===== src/rtl/cci_mpf_prim_track_multi_beat.sv =====
// Multi-beat packet tracker. Keeps an independent beat counter per stream,
// produces a combinational EOP for the beat at the channel head, counts
// completed packets and reports protocol violations as registered one-cycle
// pulses plus a sticky flag.
//
// state     | meaning
// ----------+----------------------------------------------------------
// ST_IDLE   | no packet in flight on the stream, cnt = 0
// ST_ACTIVE | mid-packet, cnt = index of the next expected beat
module cci_mpf_prim_track_multi_beat #(
    parameter int N_STREAMS  = 1,
    parameter int MAX_BEATS  = 4,
    parameter int ADDR_WIDTH = 42,
    parameter int CNT_WIDTH  = 16,
    localparam int BEAT_W = (MAX_BEATS > 1) ? $clog2(MAX_BEATS) : 1,
    localparam int SID_W  = (N_STREAMS > 1) ? $clog2(N_STREAMS) : 1
) (
    input  logic                  clk,
    input  logic                  reset_n,
    input  logic                  in_valid,
    input  logic                  in_en,
    input  logic [SID_W-1:0]      in_stream,
    input  logic                  in_sop,
    input  logic [BEAT_W-1:0]     in_len,
    input  logic [ADDR_WIDTH-1:0] in_addr,
    input  logic                  err_clear,
    output logic                  eop,
    output logic [BEAT_W-1:0]     next_beat_num,
    output logic [N_STREAMS-1:0]  packet_active,
    output logic [CNT_WIDTH-1:0]  pkt_count,
    output logic                  err_sop,
    output logic                  err_len,
    output logic                  err_addr,
    output logic                  err_sticky
);

    typedef enum logic {
        ST_IDLE   = 1'b0,
        ST_ACTIVE = 1'b1
    } state_t;

    localparam logic [BEAT_W:0] MAX_BEATS_W = (BEAT_W + 1)'(MAX_BEATS);

    state_t                  state_q [N_STREAMS];
    state_t                  state_d [N_STREAMS];
    logic [BEAT_W-1:0]       cnt_q   [N_STREAMS];
    logic [BEAT_W-1:0]       cnt_d   [N_STREAMS];
    logic [BEAT_W-1:0]       len_q   [N_STREAMS];
    logic [BEAT_W-1:0]       len_d   [N_STREAMS];
    logic [ADDR_WIDTH-1:0]   addr_q  [N_STREAMS];
    logic [ADDR_WIDTH-1:0]   addr_d  [N_STREAMS];

    logic [CNT_WIDTH-1:0]    pkt_count_q, pkt_count_d;
    logic                    err_sop_q, err_sop_d;
    logic                    err_len_q, err_len_d;
    logic                    err_addr_q, err_addr_d;
    logic                    err_sticky_q, err_sticky_d;

    // View of the stream addressed by the head beat
    logic [N_STREAMS-1:0]    hit;
    state_t                  cur_state;
    logic [BEAT_W-1:0]       cur_cnt;
    logic [BEAT_W-1:0]       cur_len;
    logic [ADDR_WIDTH-1:0]   cur_addr;
    logic                    cur_active;

    logic [BEAT_W:0]         len_p1;
    logic                    len_legal;
    logic                    sop_aligned;
    logic                    accept;

    // Next state of the addressed stream, fanned out to the per-stream arrays
    state_t                  sel_state_d;
    logic [BEAT_W-1:0]       sel_cnt_d;
    logic                    sel_latch;

    // Select the state of the stream named by in_stream; an out-of-range ID hits nothing
    always_comb begin : sel_comb
        hit       = '0;
        cur_state = ST_IDLE;
        cur_cnt   = '0;
        cur_len   = '0;
        cur_addr  = '0;
        for (int i = 0; i < N_STREAMS; i++) begin
            if (in_stream == SID_W'(i)) begin
                hit[i]    = 1'b1;
                cur_state = state_q[i];
                cur_cnt   = cnt_q[i];
                cur_len   = len_q[i];
                cur_addr  = addr_q[i];
            end
        end
    end

    assign cur_active = (cur_state == ST_ACTIVE);
    assign accept     = in_valid & in_en & (|hit);

    // Length is legal when len+1 is a power of two not above MAX_BEATS.
    // Alignment is judged only for legal lengths, so a bad length does not
    // also raise a spurious address error.
    assign len_p1      = {1'b0, in_len} + (BEAT_W + 1)'(1);
    assign len_legal   = ((len_p1 & (len_p1 - (BEAT_W + 1)'(1))) == '0) &&
                         (len_p1 <= MAX_BEATS_W);
    assign sop_aligned = ((in_addr[BEAT_W-1:0] & in_len) == '0);

    // Next-state logic: per-stream packet FSM, packet counter and error pulses
    always_comb begin : next_comb
        sel_state_d  = cur_state;
        sel_cnt_d    = cur_cnt;
        sel_latch    = 1'b0;
        pkt_count_d  = pkt_count_q;
        err_sop_d    = 1'b0;
        err_len_d    = 1'b0;
        err_addr_d   = 1'b0;

        if (accept) begin
            if (!cur_active || in_sop) begin
                // Start of a packet. A missing SOP on an idle stream and an SOP
                // on an active stream both resync here; the abandoned packet
                // is not counted.
                err_sop_d  = (cur_active == in_sop);
                err_len_d  = !len_legal;
                err_addr_d = len_legal && !sop_aligned;
                sel_latch  = 1'b1;
                if (in_len == '0) begin
                    sel_state_d = ST_IDLE;
                    sel_cnt_d   = '0;
                    pkt_count_d = pkt_count_q + CNT_WIDTH'(1);
                end else begin
                    sel_state_d = ST_ACTIVE;
                    sel_cnt_d   = BEAT_W'(1);
                end
            end else begin
                err_len_d  = (in_len != cur_len);
                err_addr_d = (in_addr != cur_addr);
                if (cur_cnt == cur_len) begin
                    sel_state_d = ST_IDLE;
                    sel_cnt_d   = '0;
                    pkt_count_d = pkt_count_q + CNT_WIDTH'(1);
                end else begin
                    sel_cnt_d = cur_cnt + BEAT_W'(1);
                end
            end
        end

        for (int i = 0; i < N_STREAMS; i++) begin
            state_d[i] = state_q[i];
            cnt_d[i]   = cnt_q[i];
            len_d[i]   = len_q[i];
            addr_d[i]  = addr_q[i];
            if (accept && hit[i]) begin
                state_d[i] = sel_state_d;
                cnt_d[i]   = sel_cnt_d;
                if (sel_latch) begin
                    len_d[i]  = in_len;
                    addr_d[i] = in_addr;
                end
            end
        end

        // A fresh error outranks a simultaneous clear
        if (err_sop_d || err_len_d || err_addr_d) begin
            err_sticky_d = 1'b1;
        end else if (err_clear) begin
            err_sticky_d = 1'b0;
        end else begin
            err_sticky_d = err_sticky_q;
        end
    end

    // State register
    always_ff @(posedge clk or negedge reset_n) begin : state_reg
        if (!reset_n) begin
            for (int i = 0; i < N_STREAMS; i++) begin
                state_q[i] <= ST_IDLE;
                cnt_q[i]   <= '0;
                len_q[i]   <= '0;
                addr_q[i]  <= '0;
            end
            pkt_count_q  <= '0;
            err_sop_q    <= 1'b0;
            err_len_q    <= 1'b0;
            err_addr_q   <= 1'b0;
            err_sticky_q <= 1'b0;
        end else begin
            for (int i = 0; i < N_STREAMS; i++) begin
                state_q[i] <= state_d[i];
                cnt_q[i]   <= cnt_d[i];
                len_q[i]   <= len_d[i];
                addr_q[i]  <= addr_d[i];
            end
            pkt_count_q  <= pkt_count_d;
            err_sop_q    <= err_sop_d;
            err_len_q    <= err_len_d;
            err_addr_q   <= err_addr_d;
            err_sticky_q <= err_sticky_d;
        end
    end

    // Outputs: combinational EOP / beat number for the head beat, per-stream activity
    always_comb begin : out_comb
        next_beat_num = cur_cnt;
        if (in_valid) begin
            eop = (cur_cnt == (cur_active ? cur_len : in_len));
        end else begin
            eop = 1'b1;
        end
        for (int i = 0; i < N_STREAMS; i++) begin
            packet_active[i] = (state_q[i] == ST_ACTIVE);
        end
    end

    assign pkt_count  = pkt_count_q;
    assign err_sop    = err_sop_q;
    assign err_len    = err_len_q;
    assign err_addr   = err_addr_q;
    assign err_sticky = err_sticky_q;

endmodule


===== config.mk =====
export PLATFORM = sky130hd
export DESIGN_NAME = cci_mpf_prim_track_multi_beat
export DESIGN_NICKNAME = d
export VERILOG_FILES = /design/src/rtl/cci_mpf_prim_track_multi_beat.sv
export SDC_FILE = /design/constraint.sdc
export NUM_CORES = 1
export LEC_CHECK = 0
export BUFFER_PORTS_ARGS = -buffer_cell sky130_fd_sc_hd__buf_2
export CORE_MARGIN = 4
export CORE_UTILIZATION = 50
export DETAILED_ROUTE_END_ITERATION = 7
export PLACE_DENSITY = 0.87
export SYNTH_ARGS = -nofsm -noshare
export SYNTH_HDL_FRONTEND = slang
export SYNTH_SLANG_ARGS = --single-unit

===== constraint.sdc =====
create_clock -name clk -period 1.8 [get_ports clk]
set_input_delay 0 -clock clk [delete_from_list [all_inputs] [get_ports clk]]
set_output_delay 0 -clock clk [all_outputs]
set_load 0.02 [all_outputs]

# Word-level counts from Yosys, hierarchy flattened

Index checks and enable logic that the tools add are counted.

Add/sub/neg operators: 4
Magnitude comparators: 1
Equal/unequal tests: 6
Multiplexer cells: 28
Bitwise gates (word level): 4
Reduce and logical (&&, ||, !) cells: 16

Operators with widths:

| cell                                                                     | count |
|---|---|
| 16-bit 2-to-1 mux                                                        | 3 |
| 42-bit 2-to-1 mux                                                        | 1 |
| 42-bit inequality test                                                   | 1 |
| 1-bit 2-to-1 mux                                                         | 18 |
| 16-bit by 1-bit adder with 16-bit output (second input constant)         | 1 |
| 2-bit 2-to-1 mux                                                         | 6 |
| 2-bit equality test                                                      | 2 |
| 2-bit logical NOT                                                        | 2 |
| 2-bit nonzero test                                                       | 2 |
| 2-bit by 1-bit adder with 3-bit output (second input constant)           | 1 |
| 3-bit bitwise AND                                                        | 1 |
| 3-bit less-or-equal comparator (second input constant)                   | 1 |
| 1-bit logical AND                                                        | 3 |
| 1-bit logical NOT                                                        | 3 |
| 3-bit logical NOT                                                        | 1 |
| 1-bit logical OR                                                         | 3 |
| 3-bit AND reduction                                                      | 1 |
| 3-bit by 1-bit subtractor with 3-bit output (second input constant)      | 1 |
| 2-bit by 1-bit adder with 2-bit output (second input constant)           | 1 |
| 1-bit bitwise AND                                                        | 2 |
| 2-bit bitwise AND                                                        | 1 |
| 2-bit by 1-bit inequality test with 1-bit output (second input constant) | 1 |
| 2-bit inequality test                                                    | 1 |
| 2-bit AND reduction                                                      | 1 |
| 1-bit equality test                                                      | 1 |

Register bits after elaboration: 67
Input port bits: 51
Output and inout port bits: 24

# Logic depth before layout (Yosys ltp)

Gate-level depths: netlist of the first run.

Word-level depth: 11
Depth in mapped cells: 11

# Least setup slack after synthesis of the first run

Ideal clock, no wire load.

Path kind: reg-to-reg
Start point: reg state_q (netlist: packet_active)
End point: reg pkt_count_q[14] (netlist: pkt_count[14])
Data arrival time: 1994 ps
Data required time: 1671 ps
Slack: -324 ps
Cell stages (with the launch flop): 9
Path buffers: 1
Period minus slack after synthesis: 2124 ps
Cell sequence: dfrtp_1 nor2b_1 ha_1 o21bai_1 and3_1 buf_2 and4_1 nand4_1 xnor2_1

Word-level cells in the longest chain between the ends: 5

Ends and longest elaborated chain:

| what                                                                                                           | line | source |
|---|---|---|
| start: declaration                                                                                             | 44   | `state_t state_q [N_STREAMS];` |
| start signal: indexed assignment                                                                               | 187  | `state_q[i] <= state_d[i];` |
| 1-bit 2-to-1 mux (*)                                                                                           | 85   | `if (in_stream == SID_W'(i)) begin` |
| 1-bit logical NOT (*)                                                                                          | 117  | `if (!cur_active \|\| in_sop) begin` |
| 1-bit logical OR (*)                                                                                           | 117  |  |
| 2-bit by 1-bit inequality test with 1-bit output (no source line) / 2-bit nonzero test (equally long branches) | n/a  |  |
| 3-bit AND reduction (no source line)                                                                           | n/a  |  |
| end signal: assignment                                                                                         | 192  | `pkt_count_q <= pkt_count_d;` |
| end: declaration                                                                                               | 53   | `logic [CNT_WIDTH-1:0] pkt_count_q, pkt_count_d;` |

Every way passes the cells marked *; elsewhere a longest branch is shown, timed or not.
A chain may end at the register's enable or synchronous reset.

# Worst setup path after layout of the first run

Start point: in in_addr[35]
End point: reg err_sticky_q (netlist: err_sticky)

Word-level cells in the longest chain between the ends: 5

Ends and longest elaborated chain:

| what                                                          | line | source |
|---|---|---|
| start: declaration                                            | 25   | `input logic [ADDR_WIDTH-1:0] in_addr,` |
| 42-bit inequality test (*)                                    | 135  | `err_addr_d = (in_addr != cur_addr);` |
| 1-bit 2-to-1 mux (*)                                          | 117  |  |
| 1-bit 2-to-1 mux (*)                                          | 116  | `if (accept) begin` |
| 1-bit logical OR (*)                                          | 162  | `if (err_sop_d \|\| err_len_d \|\| err_addr_d) begin` |
| 1-bit 2-to-1 mux / 2-bit nonzero test (equally long branches) | n/a  |  |
| end signal: assignment                                        | 196  | `err_sticky_q <= err_sticky_d;` |
| end: declaration                                              | 57   | `logic err_sticky_q, err_sticky_d;` |

Marks and branches as above.

==> reports/results.ini, run 1 <==
[routing]
top_layer = met4
totalWireLength_um = 10900
antenna_left = 0
drc_errors = 0
wl_met1_um = 4310
wl_met2_um = 5340
first_iter_violations = 264
detail_route.wl_per_cell_um = 18.2
route.vias.total = 3466
first_pass_iters = 5
vias_per_cell = 5.81
dr_wl_met3_um = 656

[pwr]
pwr_density_cell_mw_per_mm2 = 843
fin_total_pwr_uw = 4200
max-vdd-ir-drop_mv = 0.634
leakage_uw = 0.00224

[floorplan]
chipWidth_um = 93.5
die_area_mm2 = 0.00874
coreArea_mm2 = 0.00694
ios = 75
rows = 30
die_h_um = 93.5
initial_core_util = 0.526

[sta]
hold_ws_ns = 0.0889
fmax_mhz = 544
max_slew_margin = 0.648
setup_slack_ns = -0.0366
tightest_slew_ns = 0.523
finClkSkew_ns = 0.0109
rsz0062_at_grt = true
fin_crit_ns = 1.84
hold_viol_final = 0
finalMaxSlewViolations = 0
setup_violations = 2
layout_worst_path_cycle_share = 1.02

[synth]
synth_area_per_cell_um2 = 10.2
synthFlopType = dfrtp_1
yosysWarningCount = 0
ys_types = 48
syn_area_mm2 = 0.00365
async_flop_share = 1.00
synth_fp_nets = 412
synth_cells = 359
synth_seq_cells = 67
yosysSeqAreaShare = 0.459
synth_edf_count = 0

[setup_path]
cp_max_fo = 4
cp.required_ns = 2.02
cp-end-kind = register
path_class = in2reg
start_kind = input port
r2r_setup_slack_ns = -0.01
cp.arrival_ns = 2.06

[clocking]
cts_sinks = 67
cts.clk_slew.worst_paths_ns = 0.07
cts_buffers = 9
cts_tree = yes
cts_root_buffer = clkbuf_8
clk_latency_ns = 0.36
clock_path_buffers = 2
htree_levels = 3

[place]
port_buffers = 74
hpwl_um = 6240
gp_congestion = 0.848

[grt]
grt_first_pass_wirelength_um = 17100
grt_max_degree = 55
grt_pass1_vias = 3508
grt-ovfl-total = 0
antenna_found_initial = 0
grtUsageTotal = 0.251

[final_layout]
multi_input_area_mm2 = 0.00197
drive_above_1_share = 0.327
syn_to_final_growth_pct = 36.6
final_core_util = 0.719
layout_commonest_cell = buf_2
fillers = 453
regArea_mm2 = 0.00168
final_cell_mix = buf_2, dfrtp_1, dlygate4sd3_1
num-nets-final = 548

[outcome]
status = finished with violations
violations = setup timing

[worst_hold_path]
hp-class = in2async

[run]
max_cap_viol_count = 0

==> timing repair <==
item | 4_1_cts | 5_1_grt
pin swaps | 0 | 5
buffers inserted | 0 | 3
resized for setup | 2 | 14
hold endpoints to repair | 111 | 0
hold buffers | 45 | 0
setup endpoints to repair | 3 | 8
==> per-stage QoR <==
stage          setup TNS, ns  instance area (µm²)  cells  worst slack [ns]
2_1_floorplan         -0.120                 3680    359           -0.0803
3_3_place_gp               0                 4270    532            0.0208
3_5_place_dp         -0.0301                 4270    532           -0.0207
4_1_cts                    0                 4880    592           0.00659
5_1_grt               -0.353                 4980    595            -0.155
6_report             -0.0576                 4990    597           -0.0366
==> worst max-delay path, stage by stage <==
cell           delay (ns)
dlygate4sd3_1        0.54
buf_2                0.15
or4b_4               0.50
o32ai_4              0.26
a32o_2               0.19
nand2_2              0.07
a2111oi_4            0.23
a31oi_1              0.13
==> per-layer routing <==
metal,GRT usage,vias to the layer above
li1,-,1569
met1,0.292,1670
met2,0.415,167
met3,0.0676,60
met4,0.145,0
met5,0,-
==> area by class of cell <==
type	count	share of cell area
Timing Repair Buffer	136	0.198
Clock buffer	11	0.0263
Antenna cell	2	0.00100
Multi-Input combinational cell	261	0.396
Clock inverter	4	0.00401
Inverter	20	0.0150
Sequential cell	67	0.336
Tap cell	96	0.0241
==> state kept, by name, indices dropped and copies added (netlist names) <==
name and cells:
len_q 2, err_addr 1, packet_active 1, pkt_count 16
cnt_q 2, err_sop 1, addr_q 42, err_len 1
err_sticky 1
==> where the power goes <==
group | internal [µW] | switching [µW] | total (µW)
combinational | 584 | 560 | 1140
sequential | 1760 | 253 | 2010
clock | 483 | 567 | 1050
==> synthesized netlist by cell type, types with 5 or more instances <==
master	instances	area, µm²
xor2_1	8	70.1
buf_2	6	30.0
mux2_2	37	417
xnor2_1	23	201
nor2b_1	7	43.8
o2111ai_1	5	43.8
a21oi_1	6	30.0
nand2_1	26	97.6
dfrtp_1	67	1680
a31oi_1	9	56.3
o22ai_1	6	37.5
nand3_1	8	40.0
inv_1	20	75.1
nand4_1	7	43.8
nor4bb_1	8	80.1
o21ai_0	19	95.1
nor4_1	7	43.8
nor2_1	30	113
nand2b_1	17	106
o32ai_1	6	52.6
==> kinds of logic after synthesis <==
| logic type | share of synthesized area |
|---|---|
| xor gates and xnor gates | 0.0743 |
| and+or+nand+nor | 0.185 |
| AOI/OAI and AO/OA | 0.123 |
| DFF | 0.459 |
| adders and majority gates | 0.00685 |
| muxes | 0.117 |
| buffers and inverters | 0.0349 |
==> final timing paths <==
check / from / end / depth (start not counted)
setup / recovery: in_addr[35] / err_sticky / 8
hold / removal: reset_n / addr_q[5] / 2
setup reg to reg: addr_q[0] / err_sticky / 6
hold reg to reg: pkt_count[15] / pkt_count[15] / 1
max in group asynchronous: reset_n / packet_active / 3
min in group clk: in_en / packet_active / 4
Power figures use the tool's default switching activity.
==> inputs of run 2 (changes only) <==
--- a/config.mk
+++ b/config.mk
@@ -6,7 +6,6 @@
 export NUM_CORES = 1
 export LEC_CHECK = 0
 export BUFFER_PORTS_ARGS = -buffer_cell sky130_fd_sc_hd__buf_2
-export CORE_MARGIN = 4
 export CORE_UTILIZATION = 50
 export DETAILED_ROUTE_END_ITERATION = 7
 export PLACE_DENSITY = 0.87
==> reports/results.ini, run 2 (synthesis results as in run 1) <==
[grt]
grt_first_pass_wirelength_um = 16500
grt_pass1_vias = 3490
grt_max_degree = 68
antenna_found_initial = 0
grt-ovfl-total = 0
grtUsageTotal = 0.286

[routing]
first_iter_violations = 362
route.vias.total = 3473
vias_per_cell = 5.81
drc_errors = 0
totalWireLength_um = 10800
first_pass_iters = 5
antenna_left = 0
detail_route.wl_per_cell_um = 18.1

[final_layout]
regMostFlops = addr_q
fillers = 471
layout_commonest_cell = buf_2
final_core_util = 0.731
final_cell_mix = buf_2, dfrtp_1, dlygate4sd3_1
num-nets-final = 549
drive_above_1_share = 0.333
largest_reg_flops = 42
syn_to_final_growth_pct = 38.2
design_area_mm2 = 0.00505

[sta]
finClkSkew_ns = 0.00794
layout_worst_path_cycle_share = 1.08
finalMaxSlewViolations = 0
setup_slack_ns = -0.136
tns_ns = -0.234
setup_violations = 3
fin_crit_ns = 1.94
hold_ws_ns = 0.161
hold_viol_final = 0
tightest_slew_ns = 0.409
max_slew_margin = 0.727
rsz0062_at_grt = true
fmax_mhz = 516

[floorplan]
die_area_mm2 = 0.00765
coreArea_mm2 = 0.00691
initial_core_util = 0.529
rows = 30
die_h_um = 87.5
chipWidth_um = 87.5
ios = 75

[pwr]
pwr_density_cell_mw_per_mm2 = 864
leakage_uw = 0.00226
p_clk_frac = 0.267
seqPwrFrac = 0.461
p_sw_uw = 1430
p_int_uw = 2930
swShare = 0.328
max-vdd-ir-drop_mv = 0.521
pwr-share-comb = 0.272

[clocking]
cts_buffers = 9
htree_levels = 3
cts.clk_slew.worst_paths_ns = 0.08
cts_root_buffer = clkbuf_8
cts_tree = yes
clock_path_buffers = 2
cts_sinks = 67
clk_latency_ns = 0.35

[setup_path]
r2r-start = addr_q[13]
cpMaxStageDelayCell = a2111o_1
cp.required_ns = 2.01
cp.arrival_ns = 2.15
path_class = reg2reg
worstRegToRegCells = 6
cp_max_fo = 3
crit_chain = nor2b_1, a2111o_1, o41ai_4, nand2_2, a2111oi_4, a31oi_1
reg2reg_to = err_sticky
slowest_delay_ns = 0.44
r2r_setup_slack_ns = -0.14
cp-end-kind = register
start_kind = register

[worst_hold_path]
hp-class = in2reg
whs_endpoint = addr_q[41]
hp-start = in_addr[41]
hold-path-cell-count = 3

[place]
port_buffers = 74
hpwl_um = 6180
place_area_mm2 = 0.00427
gp_congestion = 0.873

[run]
max_cap_viol_count = 0

[outcome]
status = finished with violations
violations = setup timing

==> run 2: cell count changes in the layout (fill, tap and decap cells not counted), moves of 2 or more <==
cell	delta
buf_2	-4
buf_4	+3
buf_6	+2
clkbuf_8	+2
clkinv_2	-2
clkinvlp_4	+2
==> run 2: routing by layer <==
metal | GRT usage | wire length [µm] | up-vias
met1 | 0.336 | 4140 | 1633
met2 | 0.477 | 5320 | 217
li1 | - | - | 1568
met3 | 0.0635 | 895 | 55
met4 | 0.173 | 437 | 0
met5 | 0 | 0 | -
==> run 2: cell type report <==
type / instances / area, µm² / share of cell area
multi-input cells: 261 / 1980 / 0.392
flip-flops and latches: 67 / 1680 / 0.332
repair buffers: 137 / 1010 / 0.201
clock buffers: 12 / 155 / 0.0307
well taps: 96 / 120 / 0.0238
inverters: 20 / 75.1 / 0.0149
clock inverters: 4 / 25.0 / 0.00496
diodes: 1 / 2.50 / 0.000496
==> run 2: metrics by stage <==
stage	worst slack [ns]	instances	power (µW)
final	-0.136	598	4360
after global routing	-0.213	597	4570
after CTS	0.00127	593	4200
after detailed placement	-0.0450	532	2990
after global placement	0.0230	532	2920
after floorplan	-0.0803	359	2630
==> run 2: power groups by stage <==
| stage | clock network [µW] | registers, µW | logic [µW] |
|---|---|---|---|
| 2_1_floorplan | 0 | 2020 | 609 |
| 3_3_place_gp | 0 | 2000 | 924 |
| 3_5_place_dp | 0 | 2020 | 966 |
| 4_1_cts | 1160 | 1990 | 1050 |
| 5_1_grt | 1250 | 2050 | 1270 |
| 6_report | 1170 | 2010 | 1190 |
==> run 2: repair_timing <==
item	4_1_cts	5_1_grt
hold buffers	45	0
setup buffers	0	5
setup endpoints to repair	4	14
hold endpoints to repair	111	0
resized for setup	3	19
pin swaps	0	8
==> run 2: critical path: cells and delay by family, from the launching register on <==
kind             cells  cell delay (ns)
flip-flops           1             0.40
AND/OR/NAND/NOR      2             0.26
AO/OA/AOI/OAI        4             1.13
==> run 2: worst max-delay path by stage <==
stage / start / slack (ns) / to / cells after the start
6_report: addr_q[13] / -0.14 / err_sticky / 6
5_1_grt: addr_q[0] / -0.21 / err_sticky / 6
4_1_cts: addr_q[27] / 0.001 / err_sticky / 6
3_5_place_dp: addr_q[13] / -0.04 / err_sticky / 6
3_3_place_gp: addr_q[13] / 0.02 / err_sticky / 6
2_1_floorplan: packet_active / -0.08 / pkt_count[14] / 9
